File: src/rtl/reg_seq_pkg.sv
// Shared definitions for the register-file sequencer: default widths,
// instruction field positions, opcodes and the FSM state encoding.
package reg_seq_pkg;

    localparam int DATA_W_DEF  = 8;
    localparam int ADDR_W_DEF  = 3;
    localparam int INSTR_W_DEF = 16;

    // Instruction fields: op[15:12], rd[10:8], rs[6:4], imm[7:0] (imm overlaps rs)
    localparam int OP_LO  = 12;
    localparam int OP_W   = 4;
    localparam int RD_LO  = 8;
    localparam int RS_LO  = 4;
    localparam int IMM_LO = 0;
    localparam int UNUSED_BIT = 11;

    localparam logic [OP_W-1:0] OP_NOP = 4'd0;
    localparam logic [OP_W-1:0] OP_LDI = 4'd1;
    localparam logic [OP_W-1:0] OP_MOV = 4'd2;
    localparam logic [OP_W-1:0] OP_ADD = 4'd3;
    localparam logic [OP_W-1:0] OP_SUB = 4'd4;
    localparam logic [OP_W-1:0] OP_AND = 4'd5;
    localparam logic [OP_W-1:0] OP_OR  = 4'd6;
    localparam logic [OP_W-1:0] OP_XOR = 4'd7;
    localparam logic [OP_W-1:0] OP_SHL = 4'd8;
    localparam logic [OP_W-1:0] OP_SHR = 4'd9;

    typedef enum logic [1:0] {
        ST_IDLE = 2'd0,
        ST_ADDR = 2'd1,
        ST_EXEC = 2'd2,
        ST_WB   = 2'd3
    } state_t;

    // Opcodes 10..15 are undefined
    function automatic logic op_is_legal(input logic [OP_W-1:0] op);
        return (op <= OP_SHR);
    endfunction

endpackage

File: src/rtl/reg_seq_ctrl_alu.sv
// Combinational 8-bit ALU for the sequencer. Reports whether the op writes
// the destination register and whether it updates the Z/C flags.
module seq_alu
    import reg_seq_pkg::*;
#(
    parameter int DATA_W = DATA_W_DEF
) (
    input  logic [OP_W-1:0]   op_i,
    input  logic [DATA_W-1:0] a_i,
    input  logic [DATA_W-1:0] b_i,
    input  logic [DATA_W-1:0] imm_i,
    output logic [DATA_W-1:0] result_o,
    output logic              carry_o,
    output logic              writes_o,
    output logic              sets_flags_o
);

    logic [DATA_W:0] sum;

    assign sum = {1'b0, a_i} + {1'b0, b_i};

    // Decode the op: result, carry and the write/flag qualifiers
    always_comb begin
        result_o     = '0;
        carry_o      = 1'b0;
        writes_o     = 1'b0;
        sets_flags_o = 1'b0;
        case (op_i)
            OP_LDI: begin
                result_o = imm_i;
                writes_o = 1'b1;
            end
            OP_MOV: begin
                result_o = b_i;
                writes_o = 1'b1;
            end
            OP_ADD: begin
                result_o     = sum[DATA_W-1:0];
                carry_o      = sum[DATA_W];
                writes_o     = 1'b1;
                sets_flags_o = 1'b1;
            end
            OP_SUB: begin
                // carry reports a borrow
                result_o     = a_i - b_i;
                carry_o      = (a_i < b_i);
                writes_o     = 1'b1;
                sets_flags_o = 1'b1;
            end
            OP_AND: begin
                result_o     = a_i & b_i;
                writes_o     = 1'b1;
                sets_flags_o = 1'b1;
            end
            OP_OR: begin
                result_o     = a_i | b_i;
                writes_o     = 1'b1;
                sets_flags_o = 1'b1;
            end
            OP_XOR: begin
                result_o     = a_i ^ b_i;
                writes_o     = 1'b1;
                sets_flags_o = 1'b1;
            end
            OP_SHL: begin
                result_o     = {a_i[DATA_W-2:0], 1'b0};
                carry_o      = a_i[DATA_W-1];
                writes_o     = 1'b1;
                sets_flags_o = 1'b1;
            end
            OP_SHR: begin
                result_o     = {1'b0, a_i[DATA_W-1:1]};
                carry_o      = a_i[0];
                writes_o     = 1'b1;
                sets_flags_o = 1'b1;
            end
            default: begin
                // NOP and undefined opcodes: no write, flags untouched
            end
        endcase
    end

endmodule

File: src/rtl/reg_seq_ctrl.sv
// Sequencer in front of the 8x8 register file. One instruction is accepted
// per valid/ready handshake and runs IDLE -> ADDR -> EXEC -> WB (4 clocks).
// Handshake: instr_ready is high only in IDLE; an instruction transfers on a
// posedge where instr_valid && instr_ready. The file's read outputs only
// refresh on an address change, so a 1-entry bypass holds the last write.
module reg_seq_ctrl
    import reg_seq_pkg::*;
#(
    parameter int DATA_W  = DATA_W_DEF,
    parameter int ADDR_W  = ADDR_W_DEF,
    parameter int INSTR_W = INSTR_W_DEF
) (
    input  logic               clk,
    input  logic               rst,
    input  logic               instr_valid,
    input  logic [INSTR_W-1:0] instr,
    output logic               instr_ready,
    output logic [ADDR_W-1:0]  rf_op1,
    output logic [ADDR_W-1:0]  rf_op2,
    output logic [DATA_W-1:0]  rf_data,
    output logic               rf_we,
    input  logic [DATA_W-1:0]  rf_out1,
    input  logic [DATA_W-1:0]  rf_out2,
    output logic               busy,
    output logic               done,
    output logic               illegal,
    output logic               flag_z,
    output logic               flag_c
);

    state_t state_q, state_d;

    // Latched instruction fields
    logic [OP_W-1:0]   op_q, op_d;
    logic [ADDR_W-1:0] rd_q, rd_d;
    logic [ADDR_W-1:0] rs_q, rs_d;
    logic [DATA_W-1:0] imm_q, imm_d;

    // EXEC results, consumed in WB
    logic [DATA_W-1:0] res_q, res_d;
    logic              carry_q, carry_d;
    logic              writes_q, writes_d;
    logic              sets_q, sets_d;
    logic              ill_q, ill_d;

    // Port address registers and flags
    logic [ADDR_W-1:0] op1_q, op1_d;
    logic [ADDR_W-1:0] op2_q, op2_d;
    logic              flag_z_q, flag_z_d;
    logic              flag_c_q, flag_c_d;

    // Write bypass
    logic              byp_v_q, byp_v_d;
    logic [ADDR_W-1:0] byp_addr_q, byp_addr_d;
    logic [DATA_W-1:0] byp_data_q, byp_data_d;

    logic [DATA_W-1:0] opnd_a, opnd_b;
    logic [DATA_W-1:0] alu_res;
    logic              alu_carry, alu_writes, alu_sets;
    logic              accept;

    // Bit 11 of the instruction carries no field
    logic unused_instr_bit;
    assign unused_instr_bit = instr[UNUSED_BIT];

    assign accept = instr_valid && (state_q == ST_IDLE);

    // Operand select: the bypass wins when it holds the register being read
    assign opnd_a = (byp_v_q && (byp_addr_q == rd_q)) ? byp_data_q : rf_out1;
    assign opnd_b = (byp_v_q && (byp_addr_q == rs_q)) ? byp_data_q : rf_out2;

    seq_alu #(
        .DATA_W(DATA_W)
    ) u_alu (
        .op_i        (op_q),
        .a_i         (opnd_a),
        .b_i         (opnd_b),
        .imm_i       (imm_q),
        .result_o    (alu_res),
        .carry_o     (alu_carry),
        .writes_o    (alu_writes),
        .sets_flags_o(alu_sets)
    );

    // FSM state register
    always_ff @(posedge clk) begin
        if (rst) state_q <= ST_IDLE;
        else     state_q <= state_d;
    end

    // FSM next-state: fixed four-cycle walk once an instruction is taken
    always_comb begin
        state_d = state_q;
        case (state_q)
            ST_IDLE: if (accept) state_d = ST_ADDR;
            ST_ADDR: state_d = ST_EXEC;
            ST_EXEC: state_d = ST_WB;
            ST_WB:   state_d = ST_IDLE;
            default: state_d = ST_IDLE;
        endcase
    end

    // FSM outputs: handshake, status pulses and the write strobe
    always_comb begin
        instr_ready = (state_q == ST_IDLE);
        busy        = (state_q != ST_IDLE);
        done        = (state_q == ST_WB);
        illegal     = (state_q == ST_WB) && ill_q;
        rf_we       = (state_q == ST_WB) && writes_q;
    end

    assign rf_op1  = op1_q;
    assign rf_op2  = op2_q;
    assign rf_data = res_q;
    assign flag_z  = flag_z_q;
    assign flag_c  = flag_c_q;

    // Datapath next values, stepped by the current state
    always_comb begin
        op_d       = op_q;
        rd_d       = rd_q;
        rs_d       = rs_q;
        imm_d      = imm_q;
        res_d      = res_q;
        carry_d    = carry_q;
        writes_d   = writes_q;
        sets_d     = sets_q;
        ill_d      = ill_q;
        op1_d      = op1_q;
        op2_d      = op2_q;
        flag_z_d   = flag_z_q;
        flag_c_d   = flag_c_q;
        byp_v_d    = byp_v_q;
        byp_addr_d = byp_addr_q;
        byp_data_d = byp_data_q;
        case (state_q)
            ST_IDLE: begin
                if (accept) begin
                    op_d  = instr[OP_LO +: OP_W];
                    rd_d  = instr[RD_LO +: ADDR_W];
                    rs_d  = instr[RS_LO +: ADDR_W];
                    imm_d = instr[IMM_LO +: DATA_W];
                end
            end
            ST_ADDR: begin
                op1_d = rd_q;
                op2_d = rs_q;
            end
            ST_EXEC: begin
                res_d    = alu_res;
                carry_d  = alu_carry;
                writes_d = alu_writes;
                sets_d   = alu_sets;
                ill_d    = !op_is_legal(op_q);
            end
            ST_WB: begin
                if (writes_q) begin
                    byp_v_d    = 1'b1;
                    byp_addr_d = rd_q;
                    byp_data_d = res_q;
                end
                if (sets_q) begin
                    flag_z_d = (res_q == '0);
                    flag_c_d = carry_q;
                end
            end
            default: begin
            end
        endcase
    end

    // Datapath registers; reset clears ports, flags and the bypass
    always_ff @(posedge clk) begin
        if (rst) begin
            op_q       <= OP_NOP;
            rd_q       <= '0;
            rs_q       <= '0;
            imm_q      <= '0;
            res_q      <= '0;
            carry_q    <= 1'b0;
            writes_q   <= 1'b0;
            sets_q     <= 1'b0;
            ill_q      <= 1'b0;
            op1_q      <= '0;
            op2_q      <= '0;
            flag_z_q   <= 1'b0;
            flag_c_q   <= 1'b0;
            byp_v_q    <= 1'b0;
            byp_addr_q <= '0;
            byp_data_q <= '0;
        end else begin
            op_q       <= op_d;
            rd_q       <= rd_d;
            rs_q       <= rs_d;
            imm_q      <= imm_d;
            res_q      <= res_d;
            carry_q    <= carry_d;
            writes_q   <= writes_d;
            sets_q     <= sets_d;
            ill_q      <= ill_d;
            op1_q      <= op1_d;
            op2_q      <= op2_d;
            flag_z_q   <= flag_z_d;
            flag_c_q   <= flag_c_d;
            byp_v_q    <= byp_v_d;
            byp_addr_q <= byp_addr_d;
            byp_data_q <= byp_data_d;
        end
    end

endmodule
File: config.mk
export PLATFORM = sky130hd
export DESIGN_NAME = reg_seq_ctrl
export DESIGN_NICKNAME = d
export VERILOG_FILES = /design/src/rtl/reg_seq_pkg.sv /design/src/rtl/reg_seq_ctrl_alu.sv /design/src/rtl/reg_seq_ctrl.sv
export SDC_FILE = /design/constraint.sdc
export NUM_CORES = 1
export LEC_CHECK = 0
export CAP_MARGIN = 5
export CORE_MARGIN = 5
export CORE_UTILIZATION = 45
export CTS_BUF_LIST = sky130_fd_sc_hd__clkbuf_4
export DETAILED_ROUTE_END_ITERATION = 10
export GPL_TIMING_DRIVEN = 0
export PLACE_DENSITY = 0.74
export SLEW_MARGIN = 20
export SYNTH_ARGS = -nofsm -noshare
export SYNTH_HDL_FRONTEND = slang
export SYNTH_HIERARCHICAL = 1
export SYNTH_SLANG_ARGS = --single-unit
export TNS_END_PERCENT = 5
File: constraint.sdc
create_clock -name clk -period 3.1 [get_ports clk]
set_input_delay 0.465 -clock clk [delete_from_list [all_inputs] [get_ports clk]]
set_output_delay 0.465 -clock clk [all_outputs]
set_load 0.03 [all_outputs]
# Yosys cells after proc, flatten, opt, wreduce, memory -nomap -nowiden

Index checks and enable logic that the tools add are counted.

Add/subtract/negate cells: 2
Order comparisons: 2
Equal/unequal tests: 15
Multiplexer cells: 8
Bitwise logic cells: 3
Reductions and logical operators: 14

Operators by type and width:

| cell                 | number |
|---|---|
| $pmux W8 S9          | 1 |
| $eq A4 B3 Y1 const B | 4 |
| $mux W8              | 2 |
| $add A8 B8 Y9        | 1 |
| $reduce_or A9 Y1     | 1 |
| $and A8 B8 Y8        | 1 |
| $eq A4 B2 Y1 const B | 2 |
| $eq A4 B4 Y1 const B | 2 |
| $logic_not A8 Y1     | 1 |
| $lt A8 B8 Y1         | 1 |
| $or A8 B8 Y8         | 1 |
| $pmux W2 S4          | 1 |
| $sub A8 B8 Y8        | 1 |
| $xor A8 B8 Y8        | 1 |
| $reduce_or A7 Y1     | 1 |
| $eq A3 B3 Y1         | 2 |
| $reduce_and A2 Y1    | 3 |
| $logic_and A1 B1 Y1  | 5 |
| $eq A2 B2 Y1 const B | 2 |
| $eq A4 B1 Y1 const B | 1 |
| $le A4 B4 Y1 const B | 1 |
| $pmux W1 S4          | 1 |
| $eq A2 B1 Y1 const B | 1 |
| $logic_not A2 Y1     | 1 |
| other kinds (5)      | 6 |

Register bits: 52
Input port bits: 35
Output and inout port bits: 21
Logic and storage cells: 61

# Depth between registers and ports, before layout

Word-level depth: 5
Mapped depth: 14

# Cells and area by module

Netlist, hierarchy kept.

Modules (own cells, without submodules):

| module       | times used | cells an instance | area each (um2) |
|---|---|---|---|
| reg_seq_ctrl | 1          | 231               | 2059.5 |
| seq_alu      | 1          | 216               | 1495.2 |

# Least setup slack after synthesis

OpenSTA, ideal clock, no wires.

Path kind: register to register
From: register byp_addr_q[1]
To: register res_q[2], in the netlist rf_data[2]
Arrival: 2.734 ns
Required time: 2.972 ns
Setup slack: 0.239 ns
Stages on the path, launching flop included: 15
Buffers on the path: 0
Path through: dfxtp_1 -> xnor2_1 -> nand4_2 -> mux2_2 -> inv_1 -> ha_1 -> inv_1 -> fa_1 -> xor2_1 -> mux2_2 -> nor3_1 -> a2111oi_0 -> o31ai_1 -> mux2i_1 -> nor2_1

Cells in the longest elaborated chain, start to end: 5
Elaborated cells on any way between the ends: 12
Classes of those cells: add/sub: 2; eq/ne: 2; mux: 3; bitwise: 3; reduce/logical: 2

Ends and longest elaborated chain:

| item                                                  | RTL line                                       | source |
|---|---|---|
| start: declaration                                    | reg_seq_ctrl.sv:54                             | `logic [ADDR_W-1:0] byp_addr_q, byp_addr_d;` |
| start signal: assignment                              | reg_seq_ctrl.sv:206                            | `byp_addr_q <= byp_addr_d;` |
| $eq A3 B3 Y1 (*)                                      | reg_seq_ctrl.sv:69                             | `assign opnd_a = (byp_v_q && (byp_addr_q == rd_q)) ? byp_data_q : rf_out1;` |
| $logic_and A1 B1 Y1 (*)                               | reg_seq_ctrl.sv:69                             |  |
| $mux W8 (*)                                           | reg_seq_ctrl.sv:69                             |  |
| via opnd_a[0]                                         | reg_seq_ctrl.sv:57                             | `logic [DATA_W-1:0] opnd_a, opnd_b;` |
| $sub A8 B8 Y8 / $add A8 B8 Y9 (equally long branches) | reg_seq_ctrl_alu.sv:45, reg_seq_ctrl_alu.sv:20 |  |
| $pmux W8 S9 (*)                                       | reg_seq_ctrl_alu.sv:28                         | `case (op_i)` |
| via alu_res[2]                                        | reg_seq_ctrl.sv:58                             | `logic [DATA_W-1:0] alu_res;` |
| end signal: assignment                                | reg_seq_ctrl.sv:196                            | `res_q <= res_d;` |
| end: declaration                                      | reg_seq_ctrl.sv:40                             | `logic [DATA_W-1:0] res_q, res_d;` |

The timed path passes the listed nets; every way through them passes the cells marked *.
A chain may end at the register's enable or synchronous reset.

# Final worst setup path

From: register byp_addr_q[2]
To: register res_q[6], in the netlist rf_data[6]

Same word-level chain as after synthesis.

==> summary.txt <==
Result of the run: finished clean
EDFF count, synth: 0
Fraction of synthesis flops using an asynchronous set or reset pin: 0%
Vias in the first global route: 3366
WP data required: 3.36 ns
Setup repair after global routing missed its margin: yes
N_diodes: 0
Core area: 7730 sq um
Classification of the worst-slack hold path: in -> reg
Worst Path Arrival: 3.35 ns
Detailed-route via count: 3661
R2R Setup Slk: 0.01 ns
Count of endpoints failing setup in the final report: 0
Most area-consuming cells after synthesis: sky130_fd_sc_hd__dfxtp_1 (28%), sky130_fd_sc_hd__ha_1 (11%), sky130_fd_sc_hd__nand2_1 (7.6%)
Deepest clock path buffer count: 2
Final instance area: 4620 sq um
Final critical delay including setup and external delays: 3.09 ns
Wire length of the first global-routing pass: 17300 um
Crit path capture type: register
Wire length reported by the detailed router: 11500 um
Hold Violations, Final: 0
Largest net degree at the start of global routing: 16
CP startpoint kind: register
Clock-pin slew reported for the worst setup and hold paths after clock tree synthesis: 0.15 ns
All-layer global routing usage: 21.8%
Fin Clk Skew: 0.0157 ns
Fraction of layout instances using a drive strength above 1: 19.0%
Average wire per cell in the routed design: 18.5 um
Routability-driven placement congestion ratio: 0.947
Share of the yosys chip area belonging to registers: 27.6%
Mean number of vias per cell: 5.89
Number of buffers added by the clock tree synthesis step: 5
Max_cap viols: 0
Netlist cell types: 56
Area growth from synthesis to final layout: 30.0%
Die height: 98.9 um
Dpl cells: 602
Ratio of final minimum period to clock period: 99.5%
Most frequent standard cell in the layout excluding fill and tap cells: sky130_fd_sc_hd__nand2_1
Reg2reg start: byp_addr_q[2]
Depth of the worst register-to-register path: 13
Share of the core filled with cells: 59.8%
Number of max-slew violations in the final report: 0
Initial cell density of the core: 46.0%
Most area-hungry cell type in the Yosys netlist: sky130_fd_sc_hd__dfxtp_1
Synthesized flop and latch total: 49
Relative slew slack: 50.2%
Largest fanout on the critical path: 5
Power per unit of standard cell area: 466 nW/um^2
DIE WIDTH: 98.9 um
Worst min-delay path startpoint: rst
Cell count of the worst hold path: 2
Syn Inst Count: 447
GRT Residual Overflow: 0
Total placed instance area: 4210 sq um
Number of nets in the layout: 586
Cell Count, Final, Fillers Out: 622
Antenna violations before repair: 0
CTS sink cnt: 49
Least-Margin Pin Slew: 0.741 ns
Post-Syn Area: 3550 sq um
Net count after synthesis: 514
Core Rows: 32
Mean area per synthesized cell: 7.95 sq um
Worst reg2reg path endpoint: rf_data[6]
Clock tree from TritonCTS: built
CTS HTree Levels: 2
Most frequent cells in the layout: sky130_fd_sc_hd__nand2_1 (72), sky130_fd_sc_hd__clkdlybuf4s50_1 (53), sky130_fd_sc_hd__a21oi_1 (43)
Number of iterations in the first detailed-routing pass: 5
Clk root buf: sky130_fd_sc_hd__clkbuf_4
Buffers added on ports: 53
Area share of the largest cell type after synthesis: 27.6%
Endpoint of the worst setup timing path: rf_data[6]
Largest voltage drop on the vdd net: 0.375 mV
Setup CP Type: reg -> reg
Number of hold buffers added after CTS: 0
Initial drt markers: 428
Maximum clock frequency: 324 MHz
Total I/O pin count: 56
Total die area: 9780 sq um
Clock latency at the later pin of the worst-skew pair: 0.38 ns
Half-perimeter wire length after detailed placement: 8290 um
Yosys synthesis warning count: 6
Critical path launch point: byp_addr_q[2]
Detailed-route DRC error count: 0
Leak pwr: 1.80 nW
Most used DFF post-synth: sky130_fd_sc_hd__dfxtp_1
Antenna violation net count after detailed routing: 0
-- power by group --
part	internal [W]	leakage [nW]	switching, W
Sequential	0.000700	0.402	0.0000874
Clock	0.0000865	0.0326	0.000215
Combinational	0.000451	1.37	0.000613
-- critical path, cell delays in order, from the launching register on --
cell and delay [ns]:
sky130_fd_sc_hd__dfxtp_4 0.40, sky130_fd_sc_hd__xnor2_4 0.18, sky130_fd_sc_hd__nand4_4 0.18, sky130_fd_sc_hd__mux2_4 0.37, sky130_fd_sc_hd__ha_1 0.24, sky130_fd_sc_hd__inv_1 0.08, sky130_fd_sc_hd__fa_1 0.25, sky130_fd_sc_hd__o21bai_1 0.09
sky130_fd_sc_hd__a21o_1 0.20, sky130_fd_sc_hd__a31o_2 0.28, sky130_fd_sc_hd__a221o_1 0.30, sky130_fd_sc_hd__a21o_1 0.20, sky130_fd_sc_hd__mux2i_1 0.14, sky130_fd_sc_hd__nor2_1 0.06
-- synthesized netlist by cell type, drive strengths merged (2+ instances only) --
| cell type | n |
|---|---|
| nand2 | 72 |
| dfxtp | 49 |
| a21oi | 44 |
| nor2 | 36 |
| ha | 30 |
| inv | 26 |
| mux2 | 23 |
| mux2i | 23 |
| buf | 18 |
| nor3 | 12 |
| o21ai | 12 |
| clkbuf | 10 |
| a22oi | 6 |
| xnor2 | 6 |
| a21o | 5 |
| nand2b | 5 |
| nor2b | 5 |
| o211ai | 5 |
| o221ai | 5 |
| a31oi | 4 |
| nand3 | 4 |
| nand4 | 4 |
| a32oi | 3 |
| o21bai | 3 |
| o22ai | 3 |
| a2111oi | 2 |
| a221o | 2 |
| a311oi | 2 |
| and2 | 2 |
| fa | 2 |
| nand3b | 2 |
| nor4 | 2 |
| o2111ai | 2 |
| o31a | 2 |
| o32a | 2 |
| or3 | 2 |
-- per-stage QoR --
step | setup WS (ns) | TNS, ns | hold slack [ns] | total power, W
3_5_place_dp | -0.226 | -0.791 | 0.454 | 0.00176
6_report | 0.0146 | 0 | 0.395 | 0.00215
4_1_cts | 0.00593 | 0 | 0.382 | 0.00208
5_1_grt | -0.0935 | -0.239 | 0.403 | 0.00227
2_1_floorplan | 0.239 | 0 | 0.432 | 0.00145
3_3_place_gp | -0.191 | -0.512 | 0.444 | 0.00174
-- cell type report --
cell class                 count  area, sq um
multi-input combinational    344         2580
buffer                        27          125
clock inverter                 3         17.5
timing repair buffer          66          632
sequential                    49          995
clock buffer                   5         37.5
inverter                      26          105
fill                         664         3110
tap                          102          128
-- cells by family after synthesis --
family	share of synthesized area [%]
adder cells (fa/ha/maj)	11.7
AND/OR/NAND/NOR	18.7
multiplexers	13.8
buffers and inverters	6.34
AO/OA/AOI/OAI	20.2
XOR/XNOR	1.72
flip-flops	27.6
-- worst min-delay path by stage --
stage / to / slack (ns)
after floorplan: imm_q[7] / 0.43
after global routing: byp_data_q[4] / 0.40
after detailed placement: imm_q[7] / 0.45
after CTS: op_q[1] / 0.38
after global placement: flag_z / 0.44
final: byp_data_q[4] / 0.39
-- flip-flops by register name, indices dropped and copies added (netlist names), 2 cells and up --
signal / cells
byp_data_q: 8
rd_q: 3
rf_op1: 3
imm_q: 6
byp_addr_q: 3
rs_q: 2
op_q: 4
rf_data: 8
rf_op2: 3
state_q: 2
-- layer usage --
layer,GRT usage (%),part of all wire (%),vias up
met5,0,0,-
met4,6.93,2.0,0
met3,3.96,8.5,28
met2,35.6,47,198
met1,29.0,42,1719
li1,-,-,1716
-- repair_timing --
| action | in CTS | in global routing |
|---|---|---|
| gates resized for setup | 18 | 46 |
| setup buffers | 4 | 9 |
| endpoints found under the setup margin | 6 | 6 |
| pin swaps | 4 | 23 |
Note: power is estimated with default switching activity, not from simulation.
